--- config.mk ---
export PLATFORM = sky130hd
export DESIGN_NAME = if_id_fetch_queue_flat
export DESIGN_NICKNAME = d
export VERILOG_FILES = /design/src/rtl/if_id_fetch_queue_if.sv /design/src/rtl/if_id_fetch_queue.sv /design/src/flat_wrapper.sv
export SDC_FILE = /design/constraint.sdc
export NUM_CORES = 1
export LEC_CHECK = 0
export CORE_MARGIN = 2
export CORE_UTILIZATION = 32
export DETAILED_ROUTE_END_ITERATION = 8
export SLEW_MARGIN = 20
export SYNTH_ARGS = -nofsm -noshare
export SYNTH_HDL_FRONTEND = slang
export SYNTH_HIERARCHICAL = 1
export SYNTH_SLANG_ARGS = --single-unit
--- constraint.sdc ---
create_clock -name clk -period 1.86 [get_ports clk]
set_input_delay 0.465 -clock clk [delete_from_list [all_inputs] [get_ports clk]]
set_output_delay 0.465 -clock clk [all_outputs]
set_load 0.05 [all_outputs]
--- src/rtl/if_id_fetch_queue_if.sv ---
// Fetch/decode handshake bundle for the IF/ID prefetch queue.
// The queue connects through the slave modport; the fetch/decode side uses master.
interface if_id_fetch_queue_if #(
    parameter int AW = 2
);
    logic        flush;
    logic        in_valid;
    logic [31:0] in_pc;
    logic [31:0] in_instr;
    logic        in_ready;
    logic        out_valid;
    logic [31:0] out_pc;
    logic [31:0] out_instr;
    logic        out_ready;
    logic [AW:0] count;

    modport master (
        output flush, in_valid, in_pc, in_instr, out_ready,
        input  in_ready, out_valid, out_pc, out_instr, count
    );

    modport slave (
        input  flush, in_valid, in_pc, in_instr, out_ready,
        output in_ready, out_valid, out_pc, out_instr, count
    );
endinterface

--- src/rtl/if_id_fetch_queue.sv ---
// IF/ID prefetch queue: DEPTH-entry circular buffer of {pc, instr} pairs.
// A flush discards every queued entry in one cycle.
module if_id_fetch_queue #(
    parameter int DEPTH = 4,
    parameter int AW    = 2
) (
    input  logic                 clk,
    input  logic                 rst_n,
    if_id_fetch_queue_if.slave   q
);
    localparam logic [AW:0]   FULL_C  = DEPTH[AW:0];
    localparam logic [AW-1:0] PTR_ONE = {{(AW-1){1'b0}}, 1'b1};
    localparam logic [AW:0]   CNT_ONE = {{AW{1'b0}}, 1'b1};

    logic [63:0]   mem_r [DEPTH];
    logic [AW-1:0] wp_r;
    logic [AW-1:0] rp_r;
    logic [AW:0]   count_r;

    logic          empty_s;
    logic          in_ready_s;
    logic          push_s;
    logic          pop_s;
    logic [63:0]   head_s;

    assign empty_s    = (count_r == {(AW+1){1'b0}});
    assign in_ready_s = (count_r != FULL_C) && !q.flush;
    assign push_s     = q.in_valid && in_ready_s;
    assign pop_s      = !empty_s && q.out_ready;

    assign q.in_ready  = in_ready_s;
    assign q.out_valid = !empty_s;
    assign q.count     = count_r;
    assign q.out_pc    = head_s[63:32];
    assign q.out_instr = head_s[31:0];

    // Head entry is forced to zero while empty so decode never sees stale data.
    always_comb begin
        head_s = 64'd0;
        if (!empty_s) begin
            head_s = mem_r[rp_r];
        end else begin
            head_s = 64'd0;
        end
    end

    // Pointer and occupancy state; flush outranks any push/pop in the same cycle.
    always_ff @(posedge clk or negedge rst_n) begin
        if (!rst_n) begin
            wp_r    <= {AW{1'b0}};
            rp_r    <= {AW{1'b0}};
            count_r <= {(AW+1){1'b0}};
        end else if (q.flush) begin
            wp_r    <= {AW{1'b0}};
            rp_r    <= {AW{1'b0}};
            count_r <= {(AW+1){1'b0}};
        end else begin
            if (push_s) begin
                wp_r <= wp_r + PTR_ONE;
            end
            if (pop_s) begin
                rp_r <= rp_r + PTR_ONE;
            end
            case ({push_s, pop_s})
                2'b10:   count_r <= count_r + CNT_ONE;
                2'b01:   count_r <= count_r - CNT_ONE;
                default: count_r <= count_r;
            endcase
        end
    end

    // Entry storage; contents survive a flush since the pointers make them unreachable.
    always_ff @(posedge clk or negedge rst_n) begin
        if (!rst_n) begin
            for (int i = 0; i < DEPTH; i++) begin
                mem_r[i] <= 64'd0;
            end
        end else if (push_s) begin
            mem_r[wp_r] <= {q.in_pc, q.in_instr};
        end
    end

    if_id_fetch_queue_chk #(
        .DEPTH (DEPTH),
        .AW    (AW)
    ) u_chk (
        .clk   (clk),
        .rst_n (rst_n),
        .wp    (wp_r),
        .rp    (rp_r),
        .count (count_r)
    );
endmodule

// Occupancy invariant: count tracks the pointer distance, DEPTH only when pointers meet.
module if_id_fetch_queue_chk #(
    parameter int DEPTH = 4,
    parameter int AW    = 2
) (
    input logic          clk,
    input logic          rst_n,
    input logic [AW-1:0] wp,
    input logic [AW-1:0] rp,
    input logic [AW:0]   count
);
    localparam logic [AW:0] FULL_C = DEPTH[AW:0];

    logic [AW-1:0] diff_s;
    logic          ok_s;

    // Evaluate the invariant for the current pointer/count state.
    always_comb begin
        diff_s = wp - rp;
        ok_s   = 1'b0;
        if (count == FULL_C) begin
            ok_s = (wp == rp);
        end else if (count < FULL_C) begin
            ok_s = (count[AW-1:0] == diff_s);
        end else begin
            ok_s = 1'b0;
        end
    end

    a_count_matches_ptrs: assert property (@(posedge clk) disable iff (!rst_n) ok_s)
        else $error("fetch queue occupancy invariant violated: wp=%0d rp=%0d count=%0d", wp, rp, count);
endmodule

--- src/flat_wrapper.sv ---
// flat-port wrapper written by rule: the top's interface ports become plain ports
module if_id_fetch_queue_flat 
#(
    parameter int DEPTH = 4,
    parameter int AW    = 2
)
  (clk, rst_n, q_flush, q_in_valid, q_in_pc, q_in_instr, q_out_ready, q_in_ready, q_out_valid, q_out_pc, q_out_instr, q_count);
  if_id_fetch_queue_if #(.AW(AW)) q_i ();
  input  logic clk;
  input  logic rst_n;
  input wire logic [$bits(q_i.flush)-1:0] q_flush;
  input wire logic [$bits(q_i.in_valid)-1:0] q_in_valid;
  input wire logic [$bits(q_i.in_pc)-1:0] q_in_pc;
  input wire logic [$bits(q_i.in_instr)-1:0] q_in_instr;
  input wire logic [$bits(q_i.out_ready)-1:0] q_out_ready;
  output wire logic [$bits(q_i.in_ready)-1:0] q_in_ready;
  output wire logic [$bits(q_i.out_valid)-1:0] q_out_valid;
  output wire logic [$bits(q_i.out_pc)-1:0] q_out_pc;
  output wire logic [$bits(q_i.out_instr)-1:0] q_out_instr;
  output wire logic [$bits(q_i.count)-1:0] q_count;
  assign q_i.flush = q_flush;
  assign q_i.in_valid = q_in_valid;
  assign q_i.in_pc = q_in_pc;
  assign q_i.in_instr = q_in_instr;
  assign q_i.out_ready = q_out_ready;
  assign q_in_ready = q_i.in_ready;
  assign q_out_valid = q_i.out_valid;
  assign q_out_pc = q_i.out_pc;
  assign q_out_instr = q_i.out_instr;
  assign q_count = q_i.count;
  if_id_fetch_queue #(.DEPTH(DEPTH), .AW(AW)) u_core (.clk(clk), .rst_n(rst_n), .q(q_i));
endmodule
==> impl_metrics.yaml, run 1 <==
global_route:
  grt_pass1_wl_mm: 50.8
  grt_max_degree: 59
  grt_pass1_vias: 8082
  overflow: 0
  antenna_found_initial: 0
  grtUsageTotal: 0.158
die:
  die_w_um: 206
  coreArea_um2: 40600
  die_h_um: 206
  dieArea_um2: 42600
  row_count: 74
  num_io_pins: 138
  initial_core_util: 0.322
sta:
  worst_slew_pin_slew_ns: 0.427
  fin_crit_ns: 2.67
  final-max-slew-violation-count: 0
  setup_viol: 326
  max_freq_ghz: 0.374
  setup_ws_ns: -0.814
  hold_viol: 0
  whs_ns: 0.407
  period_share: 1.44
  rsz0062_at_grt: "true"
  fin_skew_ns: 0.0130
  slew_headroom: 0.716
routing:
  drtPass1Iterations: 4
  dr_total_vias: 7158
  drc: 0
  drt_first_iter_violations: 329
  avgViaCountPerCell: 4.63
  drtAntennaViolNets: 0
  wl_per_cell_um: 21.5
  finalWirelength_mm: 33.2
synth:
  yosys-top-cells-count: "263 x dfrtp_1, 241 x mux2_4, 64 x and2_1, 64 x mux4_2, 19 x buf_12"
  synth_top_area_share: 0.502
  yosys_warnings: 6
  syn_area_per_cell_um2: 17.8
  ys_top_cells_by_area: "dfrtp_1 50%, mux2_4 28%, mux4_2 11%, and2_1 3.1%, buf_12 2.9%"
  synth_flop_cell: "dfrtp_1"
  yosysMostFrequentCell: "dfrtp_1"
  synth_top_cell_by_area: "dfrtp_1"
  ys_types: 33
  yosysSeqAreaShare: 0.502
  synth_edf_count: 0
  synth_nets: 809
  ys_ff_latch: 263
  synth_area_um2: 13100
  synth-async-reset-ratio: 1.00
  postSynthCellCount: 735
critical_path:
  critPathRequiredTime_ns: 1.39
  rr_endpoint: "u_core/mem_r[179]"
  critPathLaunchType: "flop"
  setup.worst_path.end_class: "primary output"
  reg2reg_slack_ns: -0.46
  worst-setup-path-type: "reg2out"
  rr_startpoint: "u_core/q.count[2]"
  path_max_fanout: 10
  worstPathArrival_ns: 2.21
  r2r_cells: 11
finish:
  finish.instance_area_um2: 18200
  n_fill_cell: 3491
  finalNonFillerCells: 1546
  area_growth_pct: 39.2
  fin_util: 0.449
  multi_input_area_um2: 6260
  drive_gt1_frac: 0.651
  final_nets: 1063
  layout.area.seq_um2: 6590
clocking:
  cts_buffer_depth: 3
  cts.sinks: 263
  insertion_delay_ns: 0.56
  cts_max_level: 1
  cts_tree: "yes"
  cts_root_buf: "clkbuf_16"
  cts_inserted_buffers: 31
  clk_pin_slew_ns: 0.06
power_and_ir_drop:
  p_per_area_nw_per_um2: 1990
  peakVddDrop_uv: 1150
  leakagePower_nw: 8.60
flow_run:
  timing.max_cap.violations: 0
outcome:
  violations: "negative setup slack"
  outcome: "finished, violations left"
place:
  gp_congestion: 0.731
  dpl.hpwl_mm: 18.7
  place_area_um2: 15400
  io_buffers: 137
  place_inst: 1424
min_path:
  hold_path.class: "in2async"
## cells in the final DEF, fill, tap and decap left out, drive strengths merged
master	count
nand4	1
bufinv	7
fa	1
dlygate4sd3	1
nand2b	2
nor2	5
mux4	64
clkinvlp	1
mux2	257
nand2	7
xnor2	1
buf	195
nor2b	3
a21boi	1
o31ai	2
or3	1
clkinv	6
diode	1
ha	4
mux2i	1
and2	65
a211o	1
clkdlybuf4s50	67
or3b	1
dfrtp	263
inv	2
and3	1
nor3	1
and3b	1
nand3	1
clkbuf	47
xor2	3
## where the power goes
part	total [mW]	switching [mW]	leakage [nW]	internal, mW
sequential	10.2	1.60	3.27	8.58
combinational	19.3	8.59	4.76	10.7
clock	6.85	2.45	0.579	4.39
total	36.3	12.6	8.60	23.7
## metrics by stage
step / worst slack (ns) / TNS (ns) / power [mW]
global route: -0.874 / -147.03 / 38.1
global placement: -0.472 / -121.94 / 27.3
CTS: -0.851 / -151.74 / 36.6
floorplan: -0.235 / -27.80 / 23.0
finish: -0.814 / -132.85 / 36.3
detailed placement: -0.517 / -132.43 / 27.6
## area by class of cell
class | instances | share of cell area
repair buffers | 267 | 0.194
well taps | 532 | 0.0365
diodes | 1 | 0.000137
flip-flops and latches | 263 | 0.361
inverters | 2 | 0.000412
clock buffers | 43 | 0.0505
multi-input cells | 424 | 0.343
clock inverters | 14 | 0.0136
## timing repair
action	in CTS	in global routing
gates resized for setup	157	51
pin swaps	4	0
hold buffers	1	0
hold endpoints to repair	29	0
buffers inserted	43	22
cloned	22	4
endpoints found under the setup margin	306	326
## cells by family after synthesis
| logic type | share of synthesized area |
|---|---|
| simple gates | 0.0439 |
| buf+inv | 0.0426 |
| flops | 0.502 |
| fa+ha+maj | 0.00535 |
| compound gates | 0.00277 |
| mux | 0.401 |
| xor+xnor | 0.00267 |
## registers in the layout (all words and copies together) (netlist names)
register,cells
u_core/q.count,3
u_core/wp_r,2
u_core/rp_r,2
u_core/mem_r,256
## per-layer routing
| metal | wire length (um) | global-route usage | up-vias |
|---|---|---|---|
| met5 | 0 | 0 | - |
| met1 | 16000 | 0.234 | 3823 |
| met2 | 15700 | 0.246 | 113 |
| met4 | 364 | 0.0360 | 0 |
| met3 | 1090 | 0.0208 | 26 |
| li1 | - | - | 3196 |
## critical path: stages, from the launching register on
cell and delay (ns):
dfrtp_4 0.44, buf_12 0.16, buf_4 0.14, mux4_2 0.53, and2_2 0.22, buf_6 0.15
## how the worst max path moves through the flow
stage / startpoint / endpoint / slack [ns] / cells past startpoint
after floorplan: u_core/q.count[2] / u_core/q.count[2] / -0.24 / 8
after global routing: u_core/rp_r[0] / q_out_pc[25] / -0.87 / 5
final: u_core/rp_r[0] / q_out_instr[3] / -0.81 / 5
after detailed placement: q_in_valid / u_core/q.count[2] / -0.52 / 8
after CTS: u_core/rp_r[0] / q_out_instr[20] / -0.85 / 5
after global placement: q_in_valid / u_core/q.count[2] / -0.47 / 8
(Power assumes the default switching activity.)
==> run 2, diff against run 1 <==
- CAP_MARGIN: unset -> 10
- CORE_UTILIZATION: 32 -> 40
==> impl_metrics.yaml, run 2 (synthesized netlist as in run 1, its figures left out) <==
outcome:
  outcome: "finished, violations left"
  violations: "negative setup slack"
global_route:
  grt_use_met3: 0.0228
  antenna_found_initial: 2
  use_met2: 0.304
  top_usage_layer: "met2"
  use_met1: 0.285
  grtUsageTotal: 0.193
  grt_pass1_vias: 8204
  grt_max_degree: 55
  overflow: 0
  grt_pass1_wl_mm: 50.3
sta:
  whs_ns: 0.402
  fin_crit_ns: 2.70
  fin_skew_ns: 0.00903
  rsz0062_at_grt: "true"
  final-max-slew-violation-count: 0
  setup_viol: 325
  hold_viol: 0
  setup_ws_ns: -0.842
  worst_slew_pin_slew_ns: 0.433
  max_freq_ghz: 0.370
  period_share: 1.45
  slew_headroom: 0.711
place:
  gp_congestion: 0.734
  dpl.hpwl_mm: 17.8
  io_buffers: 137
  place_inst: 1329
finish:
  layout_common_cells: "258 x dfrtp_1, 253 x mux2_4, 67 x clkdlybuf4s50_1"
  finalNonFillerCells: 1439
  final_common_cell: "dfrtp_1"
  largest-register: "u_core/mem_r"
  fin_util: 0.559
  area_growth_pct: 38.1
  drive_gt1_frac: 0.642
  final_nets: 1045
  largest_reg_flops: 256
routing:
  drt_first_iter_violations: 371
  finalWirelength_mm: 31.3
  dr_total_vias: 7149
  drc: 0
  wl_per_cell_um: 21.7
  drtPass1Iterations: 4
  drtAntennaViolNets: 0
  avgViaCountPerCell: 4.97
power_and_ir_drop:
  pwr-share-comb: 0.550
  seq_power_share: 0.274
  p_int_mw: 24.3
  peakVddDrop_uv: 1090
  p_per_area_nw_per_um2: 2050
  pwr-share-clk: 0.176
  power_switching_mw: 12.8
  leakagePower_nw: 8.54
  p_sw_frac: 0.345
critical_path:
  path_max_fanout: 7
  critPathLaunchType: "flop"
  setup.worst_path.end_class: "primary output"
  worstPathArrival_ns: 2.24
  worst-setup-path-type: "reg2out"
  critPathRequiredTime_ns: 1.39
die:
  dieArea_um2: 34200
  coreArea_um2: 32400
  die_h_um: 185
  die_w_um: 185
  row_count: 66
  initial_core_util: 0.405
  num_io_pins: 138
clocking:
  cts.sinks: 263
  clk_pin_slew_ns: 0.06
  cts_max_level: 1
  cts_buffer_depth: 3
  cts_inserted_buffers: 30
  cts_root_buf: "clkbuf_16"
  cts_tree: "yes"
  insertion_delay_ns: 0.55
flow_run:
  timing.max_cap.violations: 0
min_path:
  hold_path.class: "in2async"
[run 2: final timing paths]
kind | to | startpoint | depth (start not counted) | slack, ns
setup / recovery | q_out_pc[12] | u_core/rp_r[0] | 6 | -0.84
hold / removal | u_core/mem_r[50] | rst_n | 2 | 0.40
setup reg to reg | u_core/mem_r[102] | u_core/q.count[2] | 9 | -0.26
hold reg to reg | u_core/mem_r[78] | u_core/mem_r[78] | 1 | 0.50
max in group asynchronous | u_core/mem_r[148] | rst_n | 3 | 0.83
min in group clk | u_core/mem_r[78] | u_core/mem_r[78] | 1 | 0.50
[run 2: final cells by class]
| cell class | instances | area (um^2) |
|---|---|---|
| antenna | 3 | 7.51 |
| multi-input combinational | 424 | 6270 |
| clock inverter | 12 | 210 |
| clock buffer | 43 | 891 |
| timing repair buffer | 250 | 3570 |
| tap | 442 | 553 |
| fill | 2552 | 14300 |
| sequential | 263 | 6590 |
| inverter | 2 | 7.51 |
[run 2: layer usage]
metal | wire, um | up-vias
met5 | 0 | -
met4 | 595 | 0
met3 | 931 | 39
met2 | 14900 | 136
met1 | 14800 | 3809
li1 | - | 3165
[run 2: power by group through the flow]
stage	registers (mW)	logic [mW]	clock network, mW
2_1_floorplan	9.74	13.3	0
3_3_place_gp	10.1	17.1	0
3_5_place_dp	10.1	17.3	0
4_1_cts	10.1	20.5	6.69
5_1_grt	10.5	21.3	6.91
6_report	10.2	20.4	6.52
[run 2: critical path, stage by stage, from the launching register on]
cell and delay, ns:
dfrtp_4 0.51, buf_12 0.15, buf_12 0.13, buf_16 0.15
mux4_2 0.41, and2_4 0.18, buf_6 0.15
[run 2: what timing repair did]
action | CTS | global route
pin swaps | 30 | 9
endpoints found under the setup margin | 320 | 327
cloned | 23 | 0
endpoints found under the hold margin | 29 | 0
hold buffers | 1 | 0
setup buffers | 36 | 15
resized for setup | 185 | 53
[run 2: metrics by stage]
stage	TNS, ns	cell area (um^2)	power, mW	worst slack, ns
5_1_grt	-113.31	18100	38.8	-0.906
3_5_place_dp	-118.84	15400	27.4	-0.456
3_3_place_gp	-115.35	15400	27.3	-0.460
6_report	-97.41	18100	37.0	-0.842
4_1_cts	-136.64	18200	37.3	-0.876
2_1_floorplan	-27.80	13400	23.0	-0.235
